`config.mk`:
```
export PLATFORM = sky130hd
export DESIGN_NAME = branch_resolve_pc
export DESIGN_NICKNAME = d
export VERILOG_FILES = /design/src/rtl/branch_resolve_pc.sv
export SDC_FILE = /design/constraint.sdc
export NUM_CORES = 1
export LEC_CHECK = 0
export CAP_MARGIN = 0
export CORE_MARGIN = 1
export CORE_UTILIZATION = 50
export CTS_CLUSTER_SIZE = 12
export DETAILED_ROUTE_END_ITERATION = 8
export GPL_TIMING_DRIVEN = 0
export PLACE_DENSITY = 0.79
export RECOVER_POWER = 50
export SLEW_MARGIN = 20
export SYNTH_ARGS = -nofsm -noshare
export SYNTH_HDL_FRONTEND = slang
export SYNTH_SLANG_ARGS = --single-unit
export TNS_END_PERCENT = 50
```
`constraint.sdc`:
```
create_clock -name clk -period 5.3 [get_ports clk]
set_clock_uncertainty 0.05 [all_clocks]
set_input_delay 1.59 -clock clk [delete_from_list [all_inputs] [get_ports clk]]
set_output_delay 1.59 -clock clk [all_outputs]
set_load 0.1 [all_outputs]
```
`src/rtl/branch_resolve_pc.sv`:
```
// Branch resolution and fetch PC ownership.
// Evaluates EX branches/jumps, redirects the PC, and holds a flush window.
module branch_resolve_pc #(
  parameter int                    DATA_WIDTH   = 32,
  parameter logic [DATA_WIDTH-1:0] RESET_PC     = '0,
  parameter int                    FLUSH_CYCLES = 2
) (
  input  logic                  clk,
  input  logic                  rstN,
  input  logic                  pcEn,
  input  logic                  takeBranch,
  input  logic [2:0]            branchType,
  input  logic                  jump,
  input  logic                  jumpReg,
  input  logic [DATA_WIDTH-1:0] rs1Data,
  input  logic [DATA_WIDTH-1:0] rs2Data,
  input  logic [DATA_WIDTH-1:0] imm,
  input  logic [DATA_WIDTH-1:0] instrPc,
  output logic [DATA_WIDTH-1:0] pc,
  output logic [DATA_WIDTH-1:0] pcPlus4,
  output logic                  redirect,
  output logic                  flush,
  output logic                  misaligned
);

  localparam int CW =
    (FLUSH_CYCLES > 1) ? $clog2(FLUSH_CYCLES) : 1;
  localparam logic [CW-1:0] CNT_INIT =
    CW'(FLUSH_CYCLES - 1);
  localparam logic [DATA_WIDTH-1:0] FOUR =
    DATA_WIDTH'(4);

  typedef enum logic [1:0] {
    RUN      = 2'd0,
    REDIRECT = 2'd1,
    FLUSH    = 2'd2
  } state_t;

  state_t                state;
  logic [DATA_WIDTH-1:0] tgt;
  logic [CW-1:0]         cnt;

  logic                  eq;
  logic                  slt;
  logic                  ult;
  logic                  cond;
  logic                  decide;
  logic                  aligned;
  logic [DATA_WIDTH-1:0] br_tgt;
  logic [DATA_WIDTH-1:0] jr_sum;
  logic [DATA_WIDTH-1:0] jr_tgt;
  logic [DATA_WIDTH-1:0] target;

  assign pcPlus4 = pc + FOUR;

  assign eq  = (rs1Data == rs2Data);
  assign slt = ($signed(rs1Data) < $signed(rs2Data));
  assign ult = (rs1Data < rs2Data);

  // Branch condition from the decoded funct3 code
  always_comb begin
    cond = 1'b0;
    case (branchType)
      3'b000:  cond = eq;
      3'b001:  cond = !eq;
      3'b100:  cond = slt;
      3'b101:  cond = !slt;
      3'b110:  cond = ult;
      3'b111:  cond = !ult;
      default: cond = 1'b0;
    endcase
  end

  assign br_tgt = instrPc + imm;
  assign jr_sum = rs1Data + imm;
  assign jr_tgt = {jr_sum[DATA_WIDTH-1:1], 1'b0};

  // JALR target wins over JAL/branch, which share one adder
  assign target  = jumpReg ? jr_tgt : br_tgt;
  assign decide  = jumpReg | jump | (takeBranch & cond);
  assign aligned = (target[1:0] == 2'b00);

  // Redirect sequencer: PC, target latch, flush window, flags.
  // The PC takes the target on the decision edge so it is visible
  // in the same cycle redirect is high; pcEn cannot block it.
  always_ff @(posedge clk) begin
    if (!rstN) begin
      state      <= RUN;
      pc         <= RESET_PC;
      tgt        <= '0;
      cnt        <= '0;
      redirect   <= 1'b0;
      flush      <= 1'b0;
      misaligned <= 1'b0;
    end else begin
      redirect   <= 1'b0;
      misaligned <= 1'b0;
      unique case (state)
        RUN: begin
          if (decide && aligned) begin
            pc       <= target;
            tgt      <= target;
            cnt      <= CNT_INIT;
            redirect <= 1'b1;
            flush    <= 1'b1;
            state    <= REDIRECT;
          end else begin
            if (pcEn) pc <= pc + FOUR;
            if (decide) misaligned <= 1'b1;
            flush <= 1'b0;
          end
        end
        REDIRECT: begin
          pc <= pcEn ? tgt + FOUR : tgt;
          if (FLUSH_CYCLES > 1) begin
            cnt   <= cnt - 1'b1;
            flush <= 1'b1;
            state <= FLUSH;
          end else begin
            flush <= 1'b0;
            state <= RUN;
          end
        end
        FLUSH: begin
          if (pcEn) begin
            pc <= pc + FOUR;
            if (cnt == '0) begin
              flush <= 1'b0;
              state <= RUN;
            end else begin
              cnt <= cnt - 1'b1;
            end
          end
        end
        default: begin
          flush <= 1'b0;
          state <= RUN;
        end
      endcase
    end
  end

endmodule

```
==> flow_summary.json, run 1 <==
{
  "outcome": "finished with violations",
  "failed_checks": "negative setup slack",
  "finalCritPeriodShare": 1.02,
  "synthArstFlopShare": 0,
  "cts.hold.buffers_added": 0,
  "die_area_um2": 19000,
  "kind_of_launch_point_of_the_worst_setup_path": "primary input",
  "leakagePower_nw": 5.20,
  "drc_errors": 0,
  "path_class": "in -> reg",
  "yosys.cell_types.count": 85,
  "synth-seq-cells": 70,
  "post_layout_nonfiller_instances": 1716,
  "nets_in_the_synthesized_netlist": 1508,
  "initial_core_util": 0.512,
  "timing.critical_path.max_delay_family": "compound AO/OA/AOI/OAI gates",
  "worst-r2r-cell-count": 11,
  "netlist_area_um2": 9220,
  "ys_seq_area_frac": 0.152,
  "finalWirelength_um": 30700,
  "track_usage": 0.323,
  "chipHeight_um": 138,
  "timing.max_cap.violations": 0,
  "globalRouteOverflowTotal": 0,
  "crit-reg2reg-capture": "pc[30]",
  "worst_hold_check_path_type": "reg -> reg",
  "cts.reportedPaths.clkPinSlew_ns": 0.05,
  "crit_path_end": "pc[23]",
  "timing.max_slew.rel_slack": 0.227,
  "dpl.hpwl_um": 25300,
  "nFillCells": 1639,
  "internal_power_mw": 1.58,
  "synth_edf_count": 0,
  "post-route-util": 0.660,
  "timing.setup.tns_ns": -0.0828,
  "largest_net_degree_at_the_start_of_global_routing": 11,
  "worst-path-stages": 11,
  "number_of_global_route_vias_before_repair": 9537,
  "area_growth_syn_to_layout_pct": 28.9,
  "setup_viol": 1,
  "nets": 1721,
  "timing.critical_path.required_ns": 5.49,
  "worst_hold_path.num_cells": 1,
  "drt-vias-per-instance": 6.09,
  "core_area_um2": 18000,
  "crit_arrival_ns": 5.57,
  "power_switching_mw": 1.66,
  "place.detailed.instances": 1701,
  "critPathBufInv": 2,
  "syn_inst": 1270,
  "critical_path.max_fanout": 10,
  "max_slew.worst_pin.slew_ns": 1.17,
  "post_drt_wl_per_cell_um": 17.9,
  "setup_repair_after_global_routing_missed_its_margin": "true",
  "pre_cts_ws_ns": -0.575,
  "antenna_left": 0,
  "r2r_start": "pc[2]",
  "crit_start": "rs1Data[31]",
  "yosys_warnings": 0,
  "crit_slowest_cell": "sky130_fd_sc_hd__a221oi_1",
  "routabilityCongestion": 0.959,
  "clock-root-buffer": "sky130_fd_sc_hd__clkbuf_16",
  "seq_power_share": 0.224,
  "finalWorstPathRequiredPeriod_ns": 5.38,
  "final_hold_viol_count": 0,
  "antenna_found_initial": 0,
  "power.density_cell_area_nw_per_um2": 273,
  "max_freq_mhz": 186,
  "rows": 49,
  "post_cts_buffers": 0,
  "per_instance_average_area_after_synthesis_um2": 7.26,
  "dieWidth_um": 138,
  "numClockSinks": 70,
  "swShare": 0.512,
  "maxSlewViolCount": 0,
  "regToRegSetupSlack_ns": 2.08,
  "cts_inserted_buffers": 9,
  "maximum_single_stage_delay_on_the_critical_path_ns": 0.74,
  "endpoint_kind_of_the_worst_setup_timing_path": "flip-flop",
  "drive_above_1_share": 0.0424,
  "final_critical_path_setup_slack_ns": -0.0828,
  "antenna_cells_inserted": 0,
  "initialDrtViolationCount": 832,
  "cpMostUsedCell": "sky130_fd_sc_hd__a221oi_1",
  "dr.pass1.iters": 8,
  "via_count": 10442,
  "comb_power_frac": 0.606,
  "clockPowerShare": 0.170,
  "cts_tree": "yes",
  "synthFlopType": "sky130_fd_sc_hd__dfxtp_1",
  "cts.htree.levels": 3,
  "placed_area_um2": 11600,
  "port-buffer-count": 202,
  "ioPinCount": 204,
  "cts.path.max_buffers": 2,
  "post-route-cell-area_um2": 11900,
  "grt_first_pass_wirelength_um": 47800,
  "peakVddDrop_mv": 0.322,
  "crit_chain": "clkdlybuf4s50_1 -> ha_1 -> nand4_2 -> nor3_1 -> a221oi_1 -> nand3_1 -> a2bb2oi_2 -> a21oi_2 -> clkbuf_1 -> o211ai_1 -> a221oi_1",
  "clk-insertion-delay-late_ns": 0.34
}
-- layer usage --
layer | vias up | wire length [um] | global-route usage
li1 | 5105 | - | -
met1 | 4779 | 13700 | 0.428
met2 | 504 | 13800 | 0.533
met3 | 54 | 2150 | 0.0364
met4 | 0 | 957 | 0.121
met5 | - | 0 | 0
-- layout make-up --
class / instances / area (um^2) / share of cell area
buffer: 62 / 259 / 0.0218
clock buffer: 14 / 264 / 0.0222
clock inverter: 1 / 5.00 / 0.000421
inverter: 72 / 270 / 0.0227
multi-input combinational: 1066 / 7400 / 0.622
sequential: 70 / 1400 / 0.118
tap: 229 / 287 / 0.0241
timing repair buffer: 202 / 2010 / 0.169
-- power by group through the flow --
stage / sequential [mW] / combinational (mW) / clock [mW]
after floorplan: 1.02 / 1.14 / 0
after global placement: 0.731 / 1.95 / 0
after detailed placement: 0.737 / 1.96 / 0
after CTS: 0.727 / 1.97 / 0.552
after global routing: 0.743 / 2.10 / 0.573
final: 0.729 / 1.97 / 0.552
-- state kept, by name, summed over array words and instances, names as in the netlist --
| signal | count |
|---|---|
| state | 2 |
| tgt | 32 |
| cnt | 1 |
| redirect | 1 |
| misaligned | 1 |
| pc | 32 |
| flush | 1 |
-- synthesized netlist by cell type, types with 12 or more instances --
cell type / number / share of area
sky130_fd_sc_hd__nor2_1: 125 / 0.051
sky130_fd_sc_hd__nand2_1: 104 / 0.042
sky130_fd_sc_hd__a21oi_1: 99 / 0.054
sky130_fd_sc_hd__ha_1: 99 / 0.13
sky130_fd_sc_hd__dfxtp_1: 70 / 0.15
sky130_fd_sc_hd__inv_1: 70 / 0.028
sky130_fd_sc_hd__o21ai_0: 67 / 0.036
sky130_fd_sc_hd__xnor2_1: 65 / 0.062
sky130_fd_sc_hd__xor2_1: 58 / 0.055
sky130_fd_sc_hd__nand3_1: 53 / 0.029
sky130_fd_sc_hd__clkbuf_1: 51 / 0.021
sky130_fd_sc_hd__nor3_1: 38 / 0.021
sky130_fd_sc_hd__a21o_1: 32 / 0.026
sky130_fd_sc_hd__a211oi_1: 30 / 0.024
sky130_fd_sc_hd__nand4_1: 29 / 0.020
sky130_fd_sc_hd__and3_1: 20 / 0.014
sky130_fd_sc_hd__a221oi_1: 15 / 0.014
sky130_fd_sc_hd__mux2i_1: 15 / 0.016
sky130_fd_sc_hd__o21a_1: 12 / 0.0098
-- layout by cell type, fill, tap and decap left out, types with 15 or more instances in the layout --
master	Yosys	routed
sky130_fd_sc_hd__clkdlybuf4s50_1	0	139
sky130_fd_sc_hd__nor2_1	125	124
sky130_fd_sc_hd__nand2_1	104	105
sky130_fd_sc_hd__ha_1	99	99
sky130_fd_sc_hd__a21oi_1	99	98
sky130_fd_sc_hd__inv_1	70	70
sky130_fd_sc_hd__dfxtp_1	70	70
sky130_fd_sc_hd__o21ai_0	67	67
sky130_fd_sc_hd__xnor2_1	65	63
sky130_fd_sc_hd__clkbuf_1	51	55
sky130_fd_sc_hd__xor2_1	58	55
sky130_fd_sc_hd__nand3_1	53	53
sky130_fd_sc_hd__dlygate4sd3_1	0	53
sky130_fd_sc_hd__nor3_1	38	38
sky130_fd_sc_hd__a21o_1	32	32
sky130_fd_sc_hd__a211oi_1	30	30
sky130_fd_sc_hd__nand4_1	29	29
sky130_fd_sc_hd__and3_1	20	20
sky130_fd_sc_hd__mux2i_1	15	15
sky130_fd_sc_hd__a221oi_1	15	15
-- kinds of logic (layout without fill, tap and decap cells) --
logic type               after synthesis  count (layout)  share of synthesized area
multiplexers                          18              18                     0.0203
adder cells (fa/ha/maj)              101             101                      0.139
buffers and inverters                134             351                     0.0574
AO/OA/AOI/OAI                        375             375                      0.276
XOR/XNOR                             123             123                      0.117
flip-flops                            70              70                      0.152
AND/OR/NAND/NOR                      449             449                      0.239
-- how the worst min path moves through the flow --
stage           start     end
6_report       tgt[0]  tgt[0]
3_3_place_gp      cnt     cnt
5_1_grt        tgt[0]  tgt[0]
4_1_cts        tgt[0]  tgt[0]
3_5_place_dp   tgt[0]  tgt[0]
2_1_floorplan  tgt[0]  tgt[0]
-- repair_timing --
action,4_1_cts,5_1_grt
gates resized for setup,19,16
setup endpoints to repair,9,15
hold endpoints to repair,0,0
pin swaps,0,1
cloned,0,0
-- per-stage QoR --
stage	hold slack, ns	total power [mW]
floorplan	0.403	2.16
global placement	0.425	2.68
detailed placement	0.427	2.70
CTS	0.436	3.25
global route	0.456	3.41
finish	0.435	3.25
Note: power is estimated with default switching activity, not from simulation.
==> run 2, diff against run 1 <==
==> constraint.sdc (replaced) <==
create_clock -name clk -period 5.3 [get_ports clk]
set_clock_uncertainty 0.05 [all_clocks]
set_input_delay 1.59 -clock clk [delete_from_list [all_inputs] [get_ports clk]]
set_output_delay 1.59 -clock clk [all_outputs]
set_load 0.005 [all_outputs]
==> run 2 against run 1 <==
The run now ends clean. Die area did not move. Register-to-register slack improved by 0.08 ns. First-iteration DRC count increased by 17%. Sequential power hardly changed. Via count down 0.89%. Hold slack improved by 0.0085 ns. Maximum frequency is 3.3% higher. Total power decreased by 13%. Combinational power decreased by 29%. Flip-flop and latch count unchanged. Utilization is 0.11 points higher. Clock power grew 28%.
==> flow_summary.json, run 2 (synthesis gave the netlist of run 1 again) <==
{
  "drt-vias-per-instance": 6.03,
  "final_hold_viol_count": 0,
  "antenna_found_initial": 0,
  "cts.reportedPaths.clkPinSlew_ns": 0.06,
  "peakVddDrop_mv": 0.189,
  "power.density_cell_area_nw_per_um2": 237,
  "port-buffer-count": 202,
  "drc_errors": 0,
  "clock-root-buffer": "sky130_fd_sc_hd__clkbuf_16",
  "place.detailed.instances": 1701,
  "nFillCells": 1611,
  "drive_above_1_share": 0.0376,
  "number_of_global_route_vias_before_repair": 9472,
  "chipHeight_um": 138,
  "routabilityCongestion": 0.950,
  "cts_inserted_buffers": 9,
  "timing.max_slew.rel_slack": 0.340,
  "dieWidth_um": 138,
  "initial_core_util": 0.512,
  "worst-r2r-cell-count": 11,
  "cts_tree": "yes",
  "largest_net_degree_at_the_start_of_global_routing": 12,
  "outcome": "finished clean",
  "worst_hold_path.num_cells": 1,
  "maxSlewViolCount": 0,
  "area_growth_syn_to_layout_pct": 29.2,
  "finalCritPeriodShare": 0.983,
  "track_usage": 0.329,
  "cts.hold.buffers_added": 0,
  "initialDrtViolationCount": 976,
  "post_layout_nonfiller_instances": 1717,
  "timing.critical_path.required_ns": 5.50,
  "most-common-layout-cells": "179 x sky130_fd_sc_hd__clkdlybuf4s50_1, 124 x sky130_fd_sc_hd__nor2_1, 104 x sky130_fd_sc_hd__nand2_1, 99 x sky130_fd_sc_hd__ha_1, 98 x sky130_fd_sc_hd__a21oi_1",
  "max_slew.worst_pin.slew_ns": 0.982,
  "die_area_um2": 19000,
  "fin_hold_ws_ns": 0.443,
  "post-route-cell-area_um2": 11900,
  "crit_arrival_ns": 5.41,
  "grt_first_pass_wirelength_um": 48600,
  "leakagePower_nw": 5.07,
  "path_class": "in -> reg",
  "numClockSinks": 70,
  "kind_of_launch_point_of_the_worst_setup_path": "primary input",
  "finalWorstPathRequiredPeriod_ns": 5.21,
  "post-layout-total-power_mw": 2.82,
  "endpoint_kind_of_the_worst_setup_timing_path": "flip-flop",
  "mostFrequentLayoutCell": "sky130_fd_sc_hd__clkdlybuf4s50_1",
  "leading_registers_by_flop_count": "pc x32, tgt x32, state x2",
  "rows": 49,
  "timing.max_cap.violations": 0,
  "antenna_left": 0,
  "globalRouteOverflowTotal": 0,
  "dr.pass1.iters": 5,
  "antenna_cells_inserted": 0,
  "clk-insertion-delay-late_ns": 0.34,
  "ioPinCount": 204,
  "post_drt_wl_per_cell_um": 18.1,
  "cts.htree.levels": 3,
  "via_count": 10349,
  "placed_area_um2": 11500,
  "worst_hold_check_path_type": "reg -> reg",
  "max_freq_mhz": 192,
  "setup_viol": 0,
  "cts.path.max_buffers": 2,
  "nets": 1721,
  "dpl.hpwl_um": 25700,
  "critical_path.max_fanout": 10,
  "setup_repair_after_global_routing_missed_its_margin": "true",
  "core_area_um2": 18000,
  "finalWirelength_um": 31000
}
run 2: area by class of cell:
type                            instances  area (um^2)  share of cell area
Clock inverter                          3         90.1             0.00756
Buffer                                 62          260              0.0218
Inverter                               72          270              0.0227
Sequential cell                        70         1400               0.118
Multi-Input combinational cell       1066         7320               0.615
Tap cell                              229          287              0.0241
Clock buffer                           13          260              0.0218
Timing Repair Buffer                  202         2020               0.170
run 2: worst paths after layout:
path               start      to  slack (ns)
max          rs2Data[31]  tgt[2]        0.09
min               tgt[0]  tgt[0]        0.44
max reg2reg        pc[2]  pc[30]        2.16
min reg2reg       tgt[0]  tgt[0]        0.44
run 2: report_power, final:
group          switching (mW)  total, mW  internal [mW]
combinational           0.741       1.39          0.648
clock                   0.223      0.709          0.486
sequential              0.110      0.726          0.616
total                    1.07       2.82           1.75
run 2: critical path, cell delays in order:
cell                              delay, ns
sky130_fd_sc_hd__clkdlybuf4s50_1       0.45
sky130_fd_sc_hd__inv_1                 0.04
sky130_fd_sc_hd__ha_1                  0.44
sky130_fd_sc_hd__nand4_2               0.25
sky130_fd_sc_hd__nor4_4                0.56
sky130_fd_sc_hd__a31oi_1               0.15
sky130_fd_sc_hd__or4_4                 0.52
sky130_fd_sc_hd__a22oi_4               0.32
sky130_fd_sc_hd__nand2_2               0.13
sky130_fd_sc_hd__buf_6                 0.17
sky130_fd_sc_hd__nand2_2               0.23
sky130_fd_sc_hd__buf_2                 0.30
sky130_fd_sc_hd__nor2_1                0.06
sky130_fd_sc_hd__nor3_1                0.17
run 2: layer usage:
layer | up-vias | wire length, um | GRT usage
met3 | 50 | 2040 | 0.0287
met2 | 473 | 14200 | 0.557
met1 | 4732 | 13800 | 0.436
met5 | - | 0 | 0
li1 | 5094 | - | -
met4 | 0 | 918 | 0.112
run 2: repair_timing:
| action | CTS | global route |
|---|---|---|
| gates resized for setup | 1 | 7 |
| endpoints found under the setup margin | 1 | 36 |
| endpoints found under the hold margin | 0 | 0 |
| setup buffers | 0 | 0 |
run 2: per-stage QoR:
stage	setup slack, ns	utilization	setup TNS, ns
6_report	0.0885	0.661	0
3_5_place_dp	-0.342	0.640	-10.50
4_1_cts	0.000506	0.660	0
3_3_place_gp	-0.305	0.640	-9.63
5_1_grt	-0.0688	0.661	-0.0688
2_1_floorplan	1.06	-	0
